### src/rtl/mix_bus_sequencer_if.sv
// Signal bundle between the mix sequencer, the channel/gain memories and the output serializer.
// slave = sequencer side, master = memory/serializer side.
interface mix_bus_sequencer_if #(
    parameter int N_CHANNELS = 8,
    parameter int N_BUSES    = 4
);
    localparam int BW = (N_BUSES > 1) ? $clog2(N_BUSES) : 1;
    localparam int CW = (N_CHANNELS > 1) ? $clog2(N_CHANNELS) : 1;

    logic               frame_start;
    logic               rd_en;
    logic [BW-1:0]      rd_bus;
    logic [CW-1:0]      rd_chan;
    logic [23:0]        sample_in;
    logic [11:0]        gain_in;
    logic [23:0]        out_sample;
    logic [BW-1:0]      out_bus;
    logic               out_valid;
    logic [N_BUSES-1:0] clip;
    logic               busy;
    logic               frame_overrun;

    modport slave (
        input  frame_start, sample_in, gain_in,
        output rd_en, rd_bus, rd_chan, out_sample, out_bus, out_valid,
               clip, busy, frame_overrun
    );

    modport master (
        output frame_start, sample_in, gain_in,
        input  rd_en, rd_bus, rd_chan, out_sample, out_bus, out_valid,
               clip, busy, frame_overrun
    );
endinterface

### src/rtl/mix_bus_sequencer.sv
// Frame scheduler: walks every (bus, channel), MACs sample*gain per bus, clamps/saturates to 24 bits.
// Define MIX_CLIP_HOLD_EN to hold each clip indicator for CLIP_HOLD frames after the last overflow.
//
// state | meaning
// IDLE  | waiting for frame_start
// ISSUE | one memory read per cycle, channel index fastest
// DRAIN | pipeline emptying until the last bus result is out
module mix_bus_sequencer #(
    parameter int N_CHANNELS = 8,
    parameter int N_BUSES    = 4,
    parameter int CLIP_HOLD  = 48000
) (
    input logic                clk,
    input logic                reset,
    mix_bus_sequencer_if.slave mix
);
    localparam int BW = (N_BUSES > 1) ? $clog2(N_BUSES) : 1;
    localparam int CW = (N_CHANNELS > 1) ? $clog2(N_CHANNELS) : 1;

    typedef enum logic [1:0] {
        IDLE  = 2'd0,
        ISSUE = 2'd1,
        DRAIN = 2'd2
    } state_t;

    state_t state, next_state;

    logic [BW-1:0] bus_cnt;
    logic [CW-1:0] chan_cnt;
    logic          last_chan, last_addr, last_result;
    logic          rd_en, busy;

    // Tags travelling with the data: valid, first channel, last channel, bus index.
    logic          v1, f1, l1, v2, f2, l2, v3, l3;
    logic [BW-1:0] b1, b2, b3;

    logic signed [35:0] sx, gx, prod;
    logic signed [39:0] acc;
    logic        [35:0] clamped;
    logic               clamp_fire, sat_ovf, ovf;
    logic        [23:0] sat_val;
    logic               unused_low_bits;

    logic [23:0]        out_sample_q;
    logic [BW-1:0]      out_bus_q;
    logic               out_valid_q;
    logic [N_BUSES-1:0] clip_q;
    logic               frame_overrun_q;

    assign last_chan   = (chan_cnt == CW'(N_CHANNELS - 1));
    assign last_addr   = last_chan && (bus_cnt == BW'(N_BUSES - 1));
    assign last_result = out_valid_q && (out_bus_q == BW'(N_BUSES - 1));

    always_ff @(posedge clk or posedge reset) begin
        if (reset) state <= IDLE;
        else       state <= next_state;
    end

    always_comb begin
        next_state = state;
        rd_en      = 1'b0;
        busy       = 1'b1;
        case (state)
            IDLE: begin
                busy = 1'b0;
                if (mix.frame_start) next_state = ISSUE;
            end
            ISSUE: begin
                rd_en = 1'b1;
                if (last_addr) next_state = DRAIN;
            end
            DRAIN: begin
                if (last_result) next_state = IDLE;
            end
            default: next_state = IDLE;
        endcase
    end

    always_ff @(posedge clk or posedge reset) begin
        if (reset) begin
            bus_cnt  <= '0;
            chan_cnt <= '0;
        end else if (state != ISSUE) begin
            bus_cnt  <= '0;
            chan_cnt <= '0;
        end else if (last_chan) begin
            chan_cnt <= '0;
            bus_cnt  <= bus_cnt + BW'(1);
        end else begin
            chan_cnt <= chan_cnt + CW'(1);
        end
    end

    always_ff @(posedge clk or posedge reset) begin
        if (reset) frame_overrun_q <= 1'b0;
        else       frame_overrun_q <= mix.frame_start && busy;
    end

    assign sx = 36'($signed(mix.sample_in));
    assign gx = 36'($signed(mix.gain_in));

    always_ff @(posedge clk or posedge reset) begin
        if (reset) begin
            {v1, f1, l1, v2, f2, l2, v3, l3} <= '0;
            b1   <= '0;
            b2   <= '0;
            b3   <= '0;
            prod <= '0;
            acc  <= '0;
        end else begin
            v1 <= rd_en;
            f1 <= rd_en && (chan_cnt == '0);
            l1 <= rd_en && last_chan;
            b1 <= bus_cnt;
            prod <= sx * gx;
            v2 <= v1;
            f2 <= f1;
            l2 <= l1;
            b2 <= b1;
            if (v2) acc <= f2 ? 40'(prod) : acc + 40'(prod);
            v3 <= v2;
            l3 <= l2;
            b3 <= b2;
        end
    end

    always_comb begin
        clamp_fire = !((&acc[39:35]) || !(|acc[39:35]));
        clamped    = clamp_fire ? {acc[39], {35{~acc[39]}}} : acc[35:0];
        sat_ovf    = !((&clamped[35:29]) || !(|clamped[35:29]));
        if (!sat_ovf)        sat_val = clamped[29:6];
        else if (clamped[35]) sat_val = 24'h800000;
        else                 sat_val = 24'h7FFFFF;
        ovf = sat_ovf || clamp_fire;
    end

    assign unused_low_bits = ^clamped[5:0];

    always_ff @(posedge clk or posedge reset) begin
        if (reset) begin
            out_sample_q <= '0;
            out_bus_q    <= '0;
            out_valid_q  <= 1'b0;
        end else begin
            out_valid_q <= v3 && l3;
            if (v3 && l3) begin
                out_sample_q <= sat_val;
                out_bus_q    <= b3;
            end
        end
    end

`ifdef MIX_CLIP_HOLD_EN
    localparam int HW = (CLIP_HOLD > 0) ? $clog2(CLIP_HOLD + 1) : 1;
    logic [HW-1:0] hold_cnt [N_BUSES];

    always_ff @(posedge clk or posedge reset) begin
        if (reset) begin
            clip_q <= '0;
            for (int i = 0; i < N_BUSES; i++) hold_cnt[i] <= '0;
        end else if (v3 && l3) begin
            if (ovf) begin
                clip_q[b3]   <= 1'b1;
                hold_cnt[b3] <= HW'(CLIP_HOLD);
            end else begin
                clip_q[b3] <= (hold_cnt[b3] != '0);
                if (hold_cnt[b3] != '0) hold_cnt[b3] <= hold_cnt[b3] - HW'(1);
            end
        end
    end
`else
    always_ff @(posedge clk or posedge reset) begin
        if (reset)          clip_q     <= '0;
        else if (v3 && l3)  clip_q[b3] <= ovf;
    end
`endif

    assign mix.rd_en         = rd_en;
    assign mix.rd_bus        = bus_cnt;
    assign mix.rd_chan       = chan_cnt;
    assign mix.busy          = busy;
    assign mix.out_sample    = out_sample_q;
    assign mix.out_bus       = out_bus_q;
    assign mix.out_valid     = out_valid_q;
    assign mix.clip          = clip_q;
    assign mix.frame_overrun = frame_overrun_q;
endmodule

### src/flat_wrapper.sv
// flat-port wrapper written by rule: the top's interface ports become plain ports
module mix_bus_sequencer_flat 
#(
    parameter int N_CHANNELS = 8,
    parameter int N_BUSES    = 4,
    parameter int CLIP_HOLD  = 48000
)
  (clk, reset, mix_frame_start, mix_sample_in, mix_gain_in, mix_rd_en, mix_rd_bus, mix_rd_chan, mix_out_sample, mix_out_bus, mix_out_valid, mix_clip, mix_busy, mix_frame_overrun);
  mix_bus_sequencer_if #(.N_CHANNELS(N_CHANNELS), .N_BUSES(N_BUSES)) mix_i ();
  input logic clk;
  input logic reset;
  input wire logic [$bits(mix_i.frame_start)-1:0] mix_frame_start;
  input wire logic [$bits(mix_i.sample_in)-1:0] mix_sample_in;
  input wire logic [$bits(mix_i.gain_in)-1:0] mix_gain_in;
  output wire logic [$bits(mix_i.rd_en)-1:0] mix_rd_en;
  output wire logic [$bits(mix_i.rd_bus)-1:0] mix_rd_bus;
  output wire logic [$bits(mix_i.rd_chan)-1:0] mix_rd_chan;
  output wire logic [$bits(mix_i.out_sample)-1:0] mix_out_sample;
  output wire logic [$bits(mix_i.out_bus)-1:0] mix_out_bus;
  output wire logic [$bits(mix_i.out_valid)-1:0] mix_out_valid;
  output wire logic [$bits(mix_i.clip)-1:0] mix_clip;
  output wire logic [$bits(mix_i.busy)-1:0] mix_busy;
  output wire logic [$bits(mix_i.frame_overrun)-1:0] mix_frame_overrun;
  assign mix_i.frame_start = mix_frame_start;
  assign mix_i.sample_in = mix_sample_in;
  assign mix_i.gain_in = mix_gain_in;
  assign mix_rd_en = mix_i.rd_en;
  assign mix_rd_bus = mix_i.rd_bus;
  assign mix_rd_chan = mix_i.rd_chan;
  assign mix_out_sample = mix_i.out_sample;
  assign mix_out_bus = mix_i.out_bus;
  assign mix_out_valid = mix_i.out_valid;
  assign mix_clip = mix_i.clip;
  assign mix_busy = mix_i.busy;
  assign mix_frame_overrun = mix_i.frame_overrun;
  mix_bus_sequencer #(.N_CHANNELS(N_CHANNELS), .N_BUSES(N_BUSES), .CLIP_HOLD(CLIP_HOLD)) u_core (.clk(clk), .reset(reset), .mix(mix_i));
endmodule
### config.mk
export PLATFORM = sky130hd
export DESIGN_NAME = mix_bus_sequencer_flat
export DESIGN_NICKNAME = d
export VERILOG_FILES = /design/src/rtl/mix_bus_sequencer_if.sv /design/src/rtl/mix_bus_sequencer.sv /design/src/flat_wrapper.sv
export SDC_FILE = /design/constraint.sdc
export NUM_CORES = 1
export LEC_CHECK = 0
export CAP_MARGIN = 20
export CORE_ASPECT_RATIO = 1.75
export CORE_MARGIN = 1.5
export CORE_UTILIZATION = 60
export CTS_CLUSTER_DIAMETER = 100
export DETAILED_ROUTE_END_ITERATION = 10
export PLACE_DENSITY = 0.79
export SLEW_MARGIN = 30
export SYNTH_ARGS = -nofsm -noshare
export SYNTH_HDL_FRONTEND = slang
export SYNTH_SLANG_ARGS = --single-unit
export TNS_END_PERCENT = 5
### constraint.sdc
create_clock -name clk -period 8.45 [get_ports clk]
set_input_delay 1.69 -clock clk [delete_from_list [all_inputs] [get_ports clk]]
set_output_delay 1.69 -clock clk [all_outputs]
set_load 0.05 [all_outputs]
After elaboration in Yosys (flattened, before gate mapping)

Index checks and enable logic that the tools add are counted.

Multiply operators: 1
Equality and inequality tests: 9
$add $sub $neg: 3
Bitwise gates (word level): 1
Reductions and logical operators: 22
Magnitude comparators: 2
Mux-type cells: 17

Operator list:

| cell                                                                    | number |
|---|---|
| 24-bit two-way mux                                                      | 2 |
| 40-bit by 36-bit adder with 40-bit output                               | 1 |
| 40-bit two-way mux                                                      | 1 |
| 24-bit by 12-bit multiplier with 36-bit output                          | 1 |
| 36-bit two-way mux                                                      | 1 |
| 2-bit two-way mux                                                       | 5 |
| 1-bit logical AND                                                       | 7 |
| 7-bit AND reduction                                                     | 1 |
| 7-bit OR reduction                                                      | 1 |
| 2-bit == test, second input constant                                    | 3 |
| 3-bit two-way mux                                                       | 2 |
| 2-bit by 1-bit inequality test with 1-bit output, second input constant | 3 |
| 2-bit one-hot mux with 3 select lines                                   | 1 |
| 5-bit AND reduction                                                     | 1 |
| 5-bit OR reduction                                                      | 1 |
| 4-bit bitwise mux                                                       | 1 |
| 1-bit zero test                                                         | 4 |
| 3-bit by 1-bit adder with 3-bit output, second input constant           | 1 |
| 3-bit == test, second input constant                                    | 1 |
| 3-bit zero test                                                         | 1 |
| 1-bit logical OR                                                        | 3 |
| 2-bit by 3-bit < comparator with 1-bit output, second input constant    | 1 |
| 1-bit two-way mux                                                       | 3 |
| 3-bit AND reduction                                                     | 1 |
| other kinds (8)                                                         | 8 |

Input bits: 39
Register bits after elaboration: 129
Logic and storage cells: 76
Output and inout port bits: 39

Longest topological paths before layout

Word-level depth: 10
Gate-level depth with buffers: 23
Gate-level depth less buffers: 22

Worst setup path before layout

No wires, ideal clock.

Kind: input-to-reg
From: input mix_sample_in[7]
To: register u_core.prod[35]
Path buffers: 1
Required time: 8325 ps
Stages on the path: 21
Data arrival time: 6578 ps
Setup time: 125 ps
Setup slack: 1746 ps
Path through: clkbuf_1 nand2_1 fa_1 fa_1 fa_1 inv_1 fa_1 inv_1 fa_1 inv_1 ha_1 o21ai_0 nand2b_1 and4_1 o41ai_1 a2111oi_0 o21ai_1 o21ai_1 a21o_1 a21oi_1 xnor2_1

Word-level cells in the longest chain between the ends: 1

RTL lines:

| what                                           | line                     | RTL |
|---|---|---|
| start: declaration                             | flat_wrapper.sv:13       | `input wire logic [$bits(mix_i.sample_in)-1:0] mix_sample_in;` |
| 24-bit by 12-bit multiplier with 36-bit output | mix_bus_sequencer.sv:115 | `prod <= sx * gx;` |
| end signal: assignment                         | mix_bus_sequencer.sv:115 |  |
| end: declaration                               | mix_bus_sequencer.sv:37  | `logic signed [35:0] sx, gx, prod;` |

Every way passes these cells.
A chain may end at the register's enable or synchronous reset.

Worst setup path in the final report

From: input mix_gain_in[0]
To: register u_core.prod[35]

Word-level cells in the longest chain between the ends: 1

RTL lines:

| what                                           | line                     | RTL |
|---|---|---|
| start: declaration                             | flat_wrapper.sv:14       | `input wire logic [$bits(mix_i.gain_in)-1:0] mix_gain_in;` |
| 24-bit by 12-bit multiplier with 36-bit output | mix_bus_sequencer.sv:115 |  |

Every way passes these cells.

==> metrics.md <==
| Metric | Value |
|---|---|
| Final HPWL DP | `29500 µm` |
| Residual DRC | `0` |
| Resize count post-CTS | `0` |
| Fill cells | `2150` |
| Via count | `12.5k` |
| Sequential cell area | `3230 µm²` |
| Critical path class | `primary input to flip-flop` |
| Worst R2R Path Depth | `13` |
| Final Net Count | `2308` |
| Syn Std Cell Area | `16500 µm²` |
| Slowest cell on crit path | `clkdlybuf4s50_1` |
| Fmax | `132 MHz` |
| Crit path max fanout | `15` |
| Min Tclk post-route | `7.58 ns` |
| DR iter-0 viols | `614` |
| Cts hold-fix bufs | `0` |
| Root Buffer | `clkbuf_16` |
| CP arrival | `7.93 ns` |
| Crit path capture | `u_core.prod[35]` |
| H-tree levels | `4` |
| Post-CTS Setup Bufs | `0` |
| Layout cells sized above 1 | `3.88%` |
| Wire per inst | `15.7 µm` |
| Multi-input gate area in the final layout | `11700 µm²` |
| Clk_skew | `0.00767 ns` |
| Relative slew slack | `40.3%` |
| Final Hold Viols | `0` |
| Outcome | `finished clean` |
| All-Layer GR Usage | `26.9%` |
| HP Class | `flip-flop to flip-flop` |
| RSZ-0062 raised after global routing | `no` |
| YS warnings | `0` |
| Area Growth Syn to Fin | `10.4%` |
| Worst skew pair latency | `0.43 ns` |
| Setup-failing EPs final | `0` |
| Post-synthesis cell count | `1851` |
| Fin crit share | `89.7%` |
| Asr flop ratio synth | `100%` |
| Sequential area share after synthesis | `19.6%` |
| Biggest area consumer among synthesized cells | `fa_1` |
| Initial antenna violation count | `0` |
| CTS sink cnt | `129` |
| Top cell by count, worst path | `fa_1` |
| Die Span X | `128 µm` |
| Syn Nets | `2267` |
| Post-synth top area share | `31.5%` |
| Port Buffers | `77` |
| Post-synth EDFFs | `0` |
| Cell family with most CP delay | `adder cells` |
| Vias per std cell | `5.51` |
| Core Rows | `80` |
| CTS max path bufs | `2` |
| Crit path capture type | `flip-flop` |
| Routed Antenna Nets | `0` |
| Avg Cell Area, Syn | `8.90 µm²` |
| Initial cell density of the core | `60.7%` |
| CTS clk-pin slew, worst paths | `0.06 ns` |
| Max-cap violations | `0` |
| #FFs+latches synth | `129` |
| Vias in the first global route | `13.6k` |
| # diodes | `0` |
| CTS tree | `built` |
| FF-to-FF setup slack | `4.78 ns` |
| Pin count of the biggest net entering global routing | `80` |
| Setup crit start | `mix_gain_in[0]` |
| Synth top area cells | `fa_1, dfrtp_1, ha_1` |
| Buf/Inv on CP | `6` |
| CP max stage delay | `0.85 ns` |
| Core area | `27100 µm²` |
| Crit-path cells | `clkdlybuf4s50_1, buf_4, nand2_1, fa_1, inv_1, ha_1, fa_1, inv_1, fa_1, fa_1, inv_1, ha_1, nor2b_1, o21ai_1, a21boi_1, o41ai_1, a2111oi_0, buf_4, o21ai_1, o21ai_1, a21o_1, a21oi_1, xnor2_1` |
| Hold Startpoint | `u_core.l1` |
| Pins over their slew limit | `0` |
| Number of distinct library cells after synthesis | `56` |
| CP Data Required Time | `8.80 ns` |
| DRT Pass-1 Iters | `7` |
| Worst Setup Start Kind | `primary input` |
| First-pass GRT wire length | `61200 µm` |
| Main synth FF type | `dfrtp_1` |
| I/O pins | `78` |
| WL final | `35800 µm` |
| Final setup TNS | `0 ns` |
| Gr ovfl total | `0` |
| Critical Path Stages | `23` |
| Chip height | `222 µm` |
| Routability cong. | `0.957` |
| Die ar. | `28500 µm²` |
| Reg2reg start | `u_core.acc[0]` |
| Worst-Margin Slew | `0.892 ns` |
| Reg2reg end | `u_core.acc[34]` |
| Number of CTS-inserted buffers | `17` |
cell usage after synthesis (all sizes together), types with 3 or more instances:
master and instances:
o21ai 76, o211ai 9, a2111oi 3, a31oi 7, mux2 4, inv 344
o21bai 16, nor2 102, xor2 21, a21o 37, a311oi 3, and4 3
o221ai 3, a41oi 3, o22ai 3, nor4 3, ha 118, nand3 24
a31o 4, o21a 5, and3 6, nand2 271, or2 4, nand4 7
fa 259, nor3 7, nand2b 8, o31a 3, o31ai 5, buf 5
a21oi 134, and2 77, a211oi 6, nor2b 4, dfrtp 129, clkbuf 71
xnor2 48, mux2i 7
cells by family after synthesis:
| kind of cell | count (synthesis) | synth area share [%] |
|---|---|---|
| AOI/OAI and AO/OA | 323 | 11.9 |
| muxes | 11 | 0.722 |
| DFF | 129 | 19.6 |
| buffers and inverters | 420 | 9.62 |
| and+or+nand+nor | 522 | 14.0 |
| adders and majority gates | 377 | 40.4 |
| xor gates and xnor gates | 69 | 3.67 |
cell type report:
class / instances / area share, %
Inverter: 344 / 7.12
Tap cell: 369 / 2.54
Sequential cell: 129 / 17.8
Multi-Input combinational cell: 1302 / 64.2
Clock buffer: 17 / 2.34
Timing Repair Buffer: 98 / 5.13
Clock inverter: 15 / 0.957
through the flow:
stage                     instance area [µm²]  util, %  cells  setup WS (ns)  hold slack (ns)
after CTS                               18200     67.0   2274          0.908            0.350
after floorplan                         16500        -   1851           1.75            0.331
after global routing                    18200     67.0   2274          0.634            0.355
final                                   18200     67.0   2274          0.869            0.348
after detailed placement                17600     64.8   2242          0.444            0.336
after global placement                  17600     64.8   2242          0.630            0.334
layout by cell type (no fill, tap or decap), drive strengths merged, types with 5 or more instances in the layout:
cell type,n
inv,350
nand2,271
fa,259
a21oi,134
dfrtp,129
ha,118
nor2,102
and2,77
clkdlybuf4s50,77
o21ai,76
xnor2,48
a21o,37
nand3,24
xor2,21
buf,21
clkbuf,17
o21bai,16
o211ai,9
nand2b,8
nand4,7
nor3,7
mux2i,7
a31oi,7
and3,6
a211oi,6
clkinv,6
o21a,5
o31ai,5
state kept, by name, indices dropped and copies added (netlist names), 2 cells and up:
register / count
u_core.acc: 40
u_core.b1: 2
u_core.b2: 2
u_core.b3: 2
u_core.mix.clip: 4
u_core.mix.out_bus: 2
u_core.mix.out_sample: 24
u_core.mix.rd_bus: 2
u_core.mix.rd_chan: 3
u_core.prod: 36
u_core.state: 2
how the worst min path moves through the flow:
stage,endpoint,slack (ns),cells after the start
CTS,u_core.l2,0.35,0
global route,u_core.v2,0.35,0
finish,u_core.l2,0.35,0
floorplan,u_core.b2[0],0.33,0
detailed placement,u_core.l2,0.34,0
global placement,u_core.l2,0.33,0
layer usage:
metal | vias to the layer above | share of wire [%] | global-route usage [%]
met2 | 359 | 54 | 49.7
met1 | 6200 | 38 | 30.3
li1 | 5854 | - | -
met4 | 0 | 4.1 | 13.4
met5 | - | 0 | 0
met3 | 110 | 4.1 | 2.79
Power is left out: the tool's default activity adds up to more than one toggle a clock period on the data nets, which glitch-free logic cannot reach.
